===== config.mk =====
export PLATFORM = sky130hd
export DESIGN_NAME = act_quant_collect
export DESIGN_NICKNAME = d
export VERILOG_FILES = /design/src/rtl/act_quant_collect.sv
export SDC_FILE = /design/constraint.sdc
export NUM_CORES = 1
export LEC_CHECK = 0
export CAP_MARGIN = 20
export CELL_PAD_IN_SITES_DETAIL_PLACEMENT = 1
export CELL_PAD_IN_SITES_GLOBAL_PLACEMENT = 1
export CORE_UTILIZATION = 38
export DETAILED_ROUTE_END_ITERATION = 6
export HOLD_SLACK_MARGIN = 0.1
export PLACE_DENSITY = 0.75
export RECOVER_POWER = 25
export SKIP_LAST_GASP = 1
export SYNTH_ARGS = -nofsm -noshare
export SYNTH_HDL_FRONTEND = slang
export SYNTH_SLANG_ARGS = --single-unit

===== constraint.sdc =====
create_clock -name clk -period 1.5 [get_ports clk]
set_input_delay 0.225 -clock clk [delete_from_list [all_inputs] [get_ports clk]]
set_output_delay 0.225 -clock clk [all_outputs]
set_load 0.005 [all_outputs]

===== src/rtl/act_quant_collect.sv =====
// Collects an LSB-first serial accumulator word, keeps an 8-bit window starting at
// CATCH_START_BIT, and emits a saturated unsigned activation through a one-deep skid buffer.
module act_quant_collect #(
  parameter int CATCH_START_BIT = 10,
  parameter int FRAME_BITS      = 24
) (
  input  logic       clk,
  input  logic       rst,
  input  logic       bit_in,
  input  logic       bit_valid,
  input  logic       frame_start,
  output logic       bit_ready,
  output logic [7:0] q_data,
  output logic       q_sat,
  output logic       q_valid,
  input  logic       q_ready
);
  typedef enum logic [1:0] {IDLE, COLLECT, FULL} state_t;

  state_t     state_q, state_d;
  logic [4:0] idx_q, idx_d;
  logic [7:0] win_q, win_d;
  logic       hi_q, hi_d;
  logic [7:0] hold_data_q, hold_data_d;
  logic       hold_sat_q, hold_sat_d;
  logic [7:0] q_data_q, q_data_d;
  logic       q_sat_q, q_sat_d;
  logic       q_valid_q, q_valid_d;

  logic       acc, drain, restart, frame_end;
  logic [4:0] cur_idx;
  logic [2:0] widx;
  logic [7:0] win_base, res_data;
  logic       hi_base, res_sat;

  assign bit_ready = !rst && (state_q != FULL);
  assign acc       = bit_valid && bit_ready;
  assign drain     = q_valid_q && q_ready;

  always_comb begin
    state_d     = state_q;
    idx_d       = idx_q;
    win_d       = win_q;
    hi_d        = hi_q;
    hold_data_d = hold_data_q;
    hold_sat_d  = hold_sat_q;
    q_data_d    = q_data_q;
    q_sat_d     = q_sat_q;
    q_valid_d   = q_valid_q && !q_ready;
    frame_end   = 1'b0;
    res_data    = 8'h00;
    res_sat     = 1'b0;
    widx        = 3'd0;

    // A frame_start bit always begins a fresh frame at index 0, whatever came before.
    restart  = acc && frame_start;
    cur_idx  = restart ? 5'd0 : idx_q;
    win_base = restart ? 8'h00 : win_q;
    hi_base  = restart ? 1'b0 : hi_q;

    if (acc && (restart || state_q == COLLECT)) begin
      win_d = win_base;
      hi_d  = hi_base;
      if (int'(cur_idx) == FRAME_BITS - 1) begin
        frame_end = 1'b1;
      end else begin
        if (int'(cur_idx) >= CATCH_START_BIT && int'(cur_idx) < CATCH_START_BIT + 8) begin
          widx        = 3'(int'(cur_idx) - CATCH_START_BIT);
          win_d[widx] = bit_in;
        end else if (int'(cur_idx) >= CATCH_START_BIT + 8) begin
          hi_d = hi_base | bit_in;
        end
        idx_d   = cur_idx + 5'd1;
        state_d = COLLECT;
      end
    end

    if (frame_end) begin
      if (bit_in) begin
        res_data = 8'h00;
        res_sat  = 1'b1;
      end else if (hi_base) begin
        res_data = 8'hFF;
        res_sat  = 1'b1;
      end else begin
        res_data = win_base;
      end
      idx_d = 5'd0;
      win_d = 8'h00;
      hi_d  = 1'b0;
      if (!q_valid_q || q_ready) begin
        q_data_d  = res_data;
        q_sat_d   = res_sat;
        q_valid_d = 1'b1;
        state_d   = IDLE;
      end else begin
        hold_data_d = res_data;
        hold_sat_d  = res_sat;
        state_d     = FULL;
      end
    end

    if (state_q == FULL && drain) begin
      q_data_d  = hold_data_q;
      q_sat_d   = hold_sat_q;
      q_valid_d = 1'b1;
      state_d   = IDLE;
    end
  end

  always_ff @(posedge clk) begin
    if (rst) begin
      state_q     <= IDLE;
      idx_q       <= 5'd0;
      win_q       <= 8'h00;
      hi_q        <= 1'b0;
      hold_data_q <= 8'h00;
      hold_sat_q  <= 1'b0;
      q_data_q    <= 8'h00;
      q_sat_q     <= 1'b0;
      q_valid_q   <= 1'b0;
    end else begin
      state_q     <= state_d;
      idx_q       <= idx_d;
      win_q       <= win_d;
      hi_q        <= hi_d;
      hold_data_q <= hold_data_d;
      hold_sat_q  <= hold_sat_d;
      q_data_q    <= q_data_d;
      q_sat_q     <= q_sat_d;
      q_valid_q   <= q_valid_d;
    end
  end

  assign q_data  = q_data_q;
  assign q_sat   = q_sat_q;
  assign q_valid = q_valid_q;
endmodule

Word-level counts from Yosys, hierarchy flattened
Cells that the tools add are included.
{"block": "word_totals", "register_bits": 35, "out_inout_bits": 11}
{"block": "op_classes", "eq_ne": 5, "n_reduce_logical": 23, "n_lt_le_gt_ge": 5, "mux": 30, "n_bitwise": 3, "add_sub_neg": 2}
{"operator": "2-to-1 mux 8 bit", "n": 8}
{"operator": "2-to-1 mux 1 bit", "n": 15}
{"operator": "logical AND 1 bit", "n": 9}
{"operator": "bitwise mux 8 bit", "n": 1}
{"operator": "2-to-1 mux 2 bit", "n": 4}
{"operator": "AND reduction 2 bit", "n": 4}
{"operator": "nonzero test 2 bit", "n": 3}
{"operator": "adder 5 x 1 -> 5 bit, second input constant", "n": 1}
{"operator": "equality test 5 bit, second input constant", "n": 1}
{"operator": ">= comparator 5 x 4 -> 1 bit, second input constant", "n": 1}
{"operator": ">= comparator 5 bit, second input constant", "n": 1}
{"operator": "< comparator 5 bit, second input constant", "n": 1}
{"operator": "2-to-1 mux 5 bit", "n": 1}
{"operator": "< comparator 3 x 4 -> 1 bit, second input constant", "n": 1}
{"operator": "inequality test 2 bit, second input constant", "n": 2}
{"operator": "OR reduction 2 bit", "n": 2}
{"operator": "demux 1 bit (select 3 bit)", "n": 1}
{"operator": ">= comparator 3 x 1 -> 1 bit, second input constant", "n": 1}
{"operator": "zero test 1 bit", "n": 3}
{"operator": "subtractor 3 x 2 -> 3 bit, second input constant", "n": 1}
{"operator": "equality test 2 x 1 -> 1 bit, second input constant", "n": 1}
{"operator": "equality test 2 bit, second input constant", "n": 1}
{"operator": "logical OR 1 bit", "n": 2}
{"operator": "NOT 1 bit", "n": 2}
{"operator": "OR 1 bit", "n": 1}

Depth between registers and ports, before layout
{"block": "logic_depth", "depth_word": 13, "mapped_depth": 7, "ltp_nobuf": 5}

Least setup slack after synthesis
No wires, ideal clock.
{"block": "synth_timing", "path_type": "register -> register", "start": "register state_q[1]", "end": "register win_q[3]", "t_arrival_ps": 1466, "setup_time_ps": 128, "path_stages_with_launch": 8, "period_less_slack_ps": 1594, "path_slack_ps": -94, "path_buffers": 2, "cell_sequence": "dfxtp_1 > nor2b_2 > or3_1 > clkbuf_1 > and3_1 > buf_2 > a22oi_1 > nor2_1"}
{"block": "synth_via", "elab_chain_cells": 13, "word_cells_on_any_way": 25, "cone_classes": "add/sub (1); order compare (4); eq/ne (3); mux (9); reduce/logical (8)"}
{"item": "start: declaration", "line": "20", "source": "state_t state_q, state_d;"}
{"item": "start signal: assignment", "line": "123", "source": "state_q <= state_d;"}
{"item": "inequality test 2 bit", "line": "36", "source": "assign bit_ready = !rst && (state_q != FULL);"}
{"item": "logical AND 1 bit", "line": "36"}
{"item": "logical AND 1 bit", "line": "37", "source": "assign acc = bit_valid && bit_ready;"}
{"item": "logical AND 1 bit", "line": "56", "source": "restart = acc && frame_start;"}
{"item": "2-to-1 mux 5 bit", "line": "57", "source": "cur_idx = restart ? 5'd0 : idx_q;"}
{"item": "subtractor 3 x 2 -> 3 bit", "line": "68", "source": "widx = 3'(int'(cur_idx) - CATCH_START_BIT);"}
{"item": "< comparator 3 x 4 -> 1 bit (implied by the code) / >= comparator 3 x 1 -> 1 bit (equally long branches)", "line": "69", "source": "win_d[widx] = bit_in;"}
{"item": "logical AND 1 bit (implied by the code)", "line": "69"}
{"item": "2-to-1 mux 1 bit (implied by the code)", "line": "69"}
{"item": "demux 1 bit (select 3 bit)", "line": "69"}
{"item": "bitwise mux 8 bit", "line": "69"}
{"item": "2-to-1 mux 8 bit", "line": "67", "source": "if (int'(cur_idx) >= CATCH_START_BIT && int'(cur_idx) < CATCH_START_BIT + 8) begin"}
{"item": "2-to-1 mux 8 bit", "line": "64", "source": "if (int'(cur_idx) == FRAME_BITS - 1) begin"}
{"item": "end signal: assignment", "line": "125", "source": "win_q <= win_d;"}
{"item": "end: declaration", "line": "22", "source": "logic [7:0] win_q, win_d;"}
Parallel ways exist; a longest one is shown, timed or not.
A chain may end at the register's enable or synchronous reset.

Worst setup path in the final report
{"block": "layout_timing", "start": "register state_q[1]", "end": "register q_data_q[6], in the netlist q_data[6]"}
{"block": "layout_via", "elab_chain_cells": 10, "word_cells_on_any_way": 23, "cone_classes": "eq/ne (4); mux (10); reduce/logical (9)"}
{"item": "inequality test 2 bit", "line": "36"}
{"item": "logical AND 1 bit", "line": "36"}
{"item": "logical AND 1 bit", "line": "37"}
{"item": "logical AND 1 bit", "line": "56"}
{"item": "2-to-1 mux 5 bit, or another cell as far along", "line": "57"}
{"item": "equality test 5 bit / 2-to-1 mux 8 bit (equally long branches)", "line": "64, 82"}
{"item": "2-to-1 mux 1 bit / 2-to-1 mux 8 bit (equally long branches)", "line": "64, 79"}
{"item": "2-to-1 mux 1 bit / 2-to-1 mux 8 bit (equally long branches)", "line": "61, 91"}
{"item": "nonzero test 2 bit (no source line) / 2-to-1 mux 8 bit (equally long branches)"}
{"item": "AND reduction 2 bit (no source line) / 2-to-1 mux 8 bit (equally long branches)"}
{"item": "end signal: assignment", "line": "129", "source": "q_data_q <= q_data_d;"}
{"item": "end: declaration", "line": "26", "source": "logic [7:0] q_data_q, q_data_d;"}
Parallel ways exist; a longest one is shown, timed or not. The select of a mux whose other input is x is not followed.

==> impl_metrics.py <==
metrics = {
    "grt": {
        "grt_antenna_before_repair": 0,
        "grt_use_total_pct": 26.76,
        "grt_overflow": 0,
        "grt_max_degree": 21,
        "grt_pass1_vias": 2006,
        "grt_first_pass_wirelength_microns": 10120,
    },
    "yosys": {
        "synthXorXnorAreaFrac_pct": 0,
        "async_flop_share_pct": 0,
        "ys.flop_type": "dfxtp_1",
        "synthSimpleGateAreaFrac_pct": 25.20,
        "ys_seq_area_share_pct": 40.09,
        "synth_top_family_by_area": "compound AO/OA/AOI/OAI gates",
        "syn_nets": 217,
        "ys_types": 39,
        "synth_compound_area_share_pct": 28.85,
        "synthesis.instances": 211,
        "muxShareOfSynthArea_pct": 0,
        "ys_ff_latch": 35,
        "synth.avg_cell_area_sq_um": 8.284,
        "yosysWarnings": 0,
        "synth_area_sq_um": 1748,
        "synthAdderAreaFrac_pct": 0,
        "synth_edf_count": 0,
    },
    "floorplanning": {
        "dieArea_sq_um": 4875,
        "die_x_microns": 69.82,
        "rows": 24,
        "die_y_microns": 69.82,
        "initial_utilization_pct": 39.87,
        "core_area_sq_um": 4384,
        "ios": 17,
    },
    "clock_tree": {
        "htree_levels": 2,
        "clock_latency_ns": 0.31,
        "root_buffer": "clkbuf_8",
        "cts.sinks": 35,
        "numCtsBuffers": 5,
        "clk_path_buf_depth": 2,
        "cts_tree": "yes",
        "cts_hold_buf": 0,
        "clkTransAtPathRegs_ns": 0.07,
    },
    "run_status": {
        "violations": "negative setup slack",
        "status": "finished, violations left",
    },
    "min_path": {
        "hp-class": "flip-flop to flip-flop",
        "hold_end": "q_sat",
        "hold_depth": 2,
        "hold_path_startpoint": "q_sat",
    },
    "layout": {
        "diodes": 0,
        "final_cell_mix": "31 x buf_4, 30 x dfxtp_1, 20 x nor2_1, 19 x a21oi_1, 18 x o211ai_1",
        "areaGrowthSynthToFinish_pct": 58.55,
        "final_cells": 317,
        "final_common_cell": "buf_4",
        "finish.net_count": 270,
        "fill_cells": 476,
        "layout-drive-gt1-share_pct": 42.64,
    },
    "route": {
        "first_pass_iters": 4,
        "final_antenna_net_count": 0,
        "vias_per_cell": 6.233,
        "first_iter_violations": 188,
        "wirelength_microns": 7217,
        "drc_errors": 0,
        "via_count": 1976,
        "wire_per_inst_microns": 22.77,
    },
    "pwr": {
        "sequentialPowerShare_pct": 45.6,
        "p_int_uw": 1548,
        "p_clk_share_pct": 45.1,
        "total_power_uw": 2050,
        "pwr-share-comb_pct": 9.3,
        "pwr_density_cell_nw_per_um2": 739.8,
        "netSwitchingFraction_pct": 24.48,
        "switching_power_uw": 502.0,
        "ir_drop_mv": 0.7523,
        "p_leak_uw": 0.0009530,
    },
    "setup_path": {
        "rr_endpoint": "q_data[6]",
        "cp_cell_sequence": "and4bb_2 -> nand2_4 -> buf_6 -> o21ai_4 -> buf_12 -> nor2_4 -> a311oi_2",
        "cp_slowest_stage_delay_ns": 0.34,
        "path_class": "flip-flop to flip-flop",
        "rr_worst_depth": 7,
        "critPathRequiredTime_ns": 1.72,
        "end_kind": "flip-flop",
        "startpoint_type": "flip-flop",
        "r2r_start": "state_q[1]",
        "cp_max_fo": 8,
        "arrival_ns": 1.86,
        "cp_slowest_cell": "dfxtp_2",
        "r2r_setup_slack_ns": -0.15,
    },
    "place": {
        "io_buffers": 16,
        "dpl.hpwl_microns": 3941,
        "place.gp.congestion": 0.8149,
        "place_inst": 297,
        "dp_worst_setup_slack_ns": -0.8385,
    },
    "sta": {
        "slew_violations": 0,
        "tns_ns": -1.698,
        "hold_viol_final": 0,
        "max_freq_mhz": 606.4,
        "post-route-min-period_ns": 1.649,
        "hold_ws_ns": 0.4826,
        "rsz0062_at_grt": "true",
        "finalCritPeriodShare_pct": 109.9,
        "setup_ws_ns": -0.1492,
        "finClkSkew_ns": 0.003990,
        "setup_viol": 27,
        "tightest_slew_ns": 0.4115,
        "relSlewSlack_pct": 72.34,
    },
    "flow_run": {
        "max_cap_violations": 0,
    },
}
[power by group through the flow]
stage	combinational [uW]	sequential [uW]	clock (uW)
2_1_floorplan	69.8	956	0
3_3_place_gp	132	957	0
3_5_place_dp	138	957	0
4_1_cts	148	934	923
5_1_grt	196	935	959
6_report	190	935	925
[metal layers]
layer	GRT usage, %	vias up	routed length, microns	share of wire (%)
met5	0	-	0	0
met4	9.556	0	299	4.1
li1	-	882	-	-
met3	5.233	31	338	4.7
met1	29.96	974	2842	39
met2	49.68	89	3737	52
[Yosys cell counts, drive strengths merged, types with 3 or more instances]
| master | number | area (sq um) |
|---|---|---|
| a311oi | 8 | 70.07 |
| nand2 | 14 | 55.06 |
| a22oi | 3 | 22.52 |
| o211ai | 18 | 135.1 |
| nor3 | 5 | 30.03 |
| o21ai | 11 | 66.32 |
| buf | 8 | 57.55 |
| nor4 | 3 | 33.78 |
| a21oi | 23 | 115.1 |
| clkbuf | 11 | 41.29 |
| dfxtp | 35 | 700.7 |
| nor2 | 25 | 96.35 |
| nand3 | 6 | 30.03 |
| nor2b | 4 | 27.53 |
| nand2b | 14 | 87.58 |
| and3 | 4 | 25.02 |
| a211oi | 3 | 22.52 |
[flip-flops by register name, indices dropped and copies added, names as in the netlist]
name         count
win_q            8
hold_data_q      8
q_valid          1
hold_sat_q       1
hi_q             1
q_sat            1
state_q          2
q_data           8
idx_q            5
[final cells by class]
class / instances / area (sq um) / share of cell area, %
Multi-Input combinational cell: 156 / 1220 / 44.02
Sequential cell: 35 / 709.4 / 25.60
Timing Repair Buffer: 65 / 655.6 / 23.66
Clock buffer: 6 / 82.58 / 2.980
Tap cell: 52 / 65.06 / 2.348
Clock inverter: 2 / 35.03 / 1.264
Inverter: 1 / 3.754 / 0.1354
[worst max-delay path, delay by kind of cell (launching register included)]
kind / cells / cell delay (ns)
simple gates: 3 / 0.45
buf+inv: 2 / 0.30
flops: 1 / 0.34
compound gates: 2 / 0.46
[kinds of logic after synthesis]
kind of cell / after synthesis
compound gates: 75
buf+inv: 20
flops: 35
simple gates: 81
[worst max path at each step]
stage / slack, ns / end / depth (start not counted) / start
2_1_floorplan: -0.04 / win_q[3] / 7 / state_q[1]
6_report: -0.15 / q_data[6] / 7 / state_q[1]
5_1_grt: -0.20 / q_data[6] / 7 / state_q[1]
3_5_place_dp: -0.84 / hold_data_q[6] / 6 / rst
3_3_place_gp: -0.61 / hold_data_q[0] / 6 / rst
4_1_cts: -0.1 / q_data[2] / 7 / state_q[1]
[metrics by stage]
step                      area (sq um)  utilization [%]
after floorplan                   1767                -
after global placement            2172            49.54
after detailed placement          2172            49.54
after CTS                         2482            56.62
after global routing              2771            63.21
final                             2771            63.21
[what timing repair did]
item	4_1_cts	5_1_grt
endpoints found under the hold margin	0	0
pin swaps	20	18
buffers inserted	8	2
cloned	2	2
gates resized for setup	27	59
setup endpoints to repair	34	36
(Power assumes the default switching activity.)
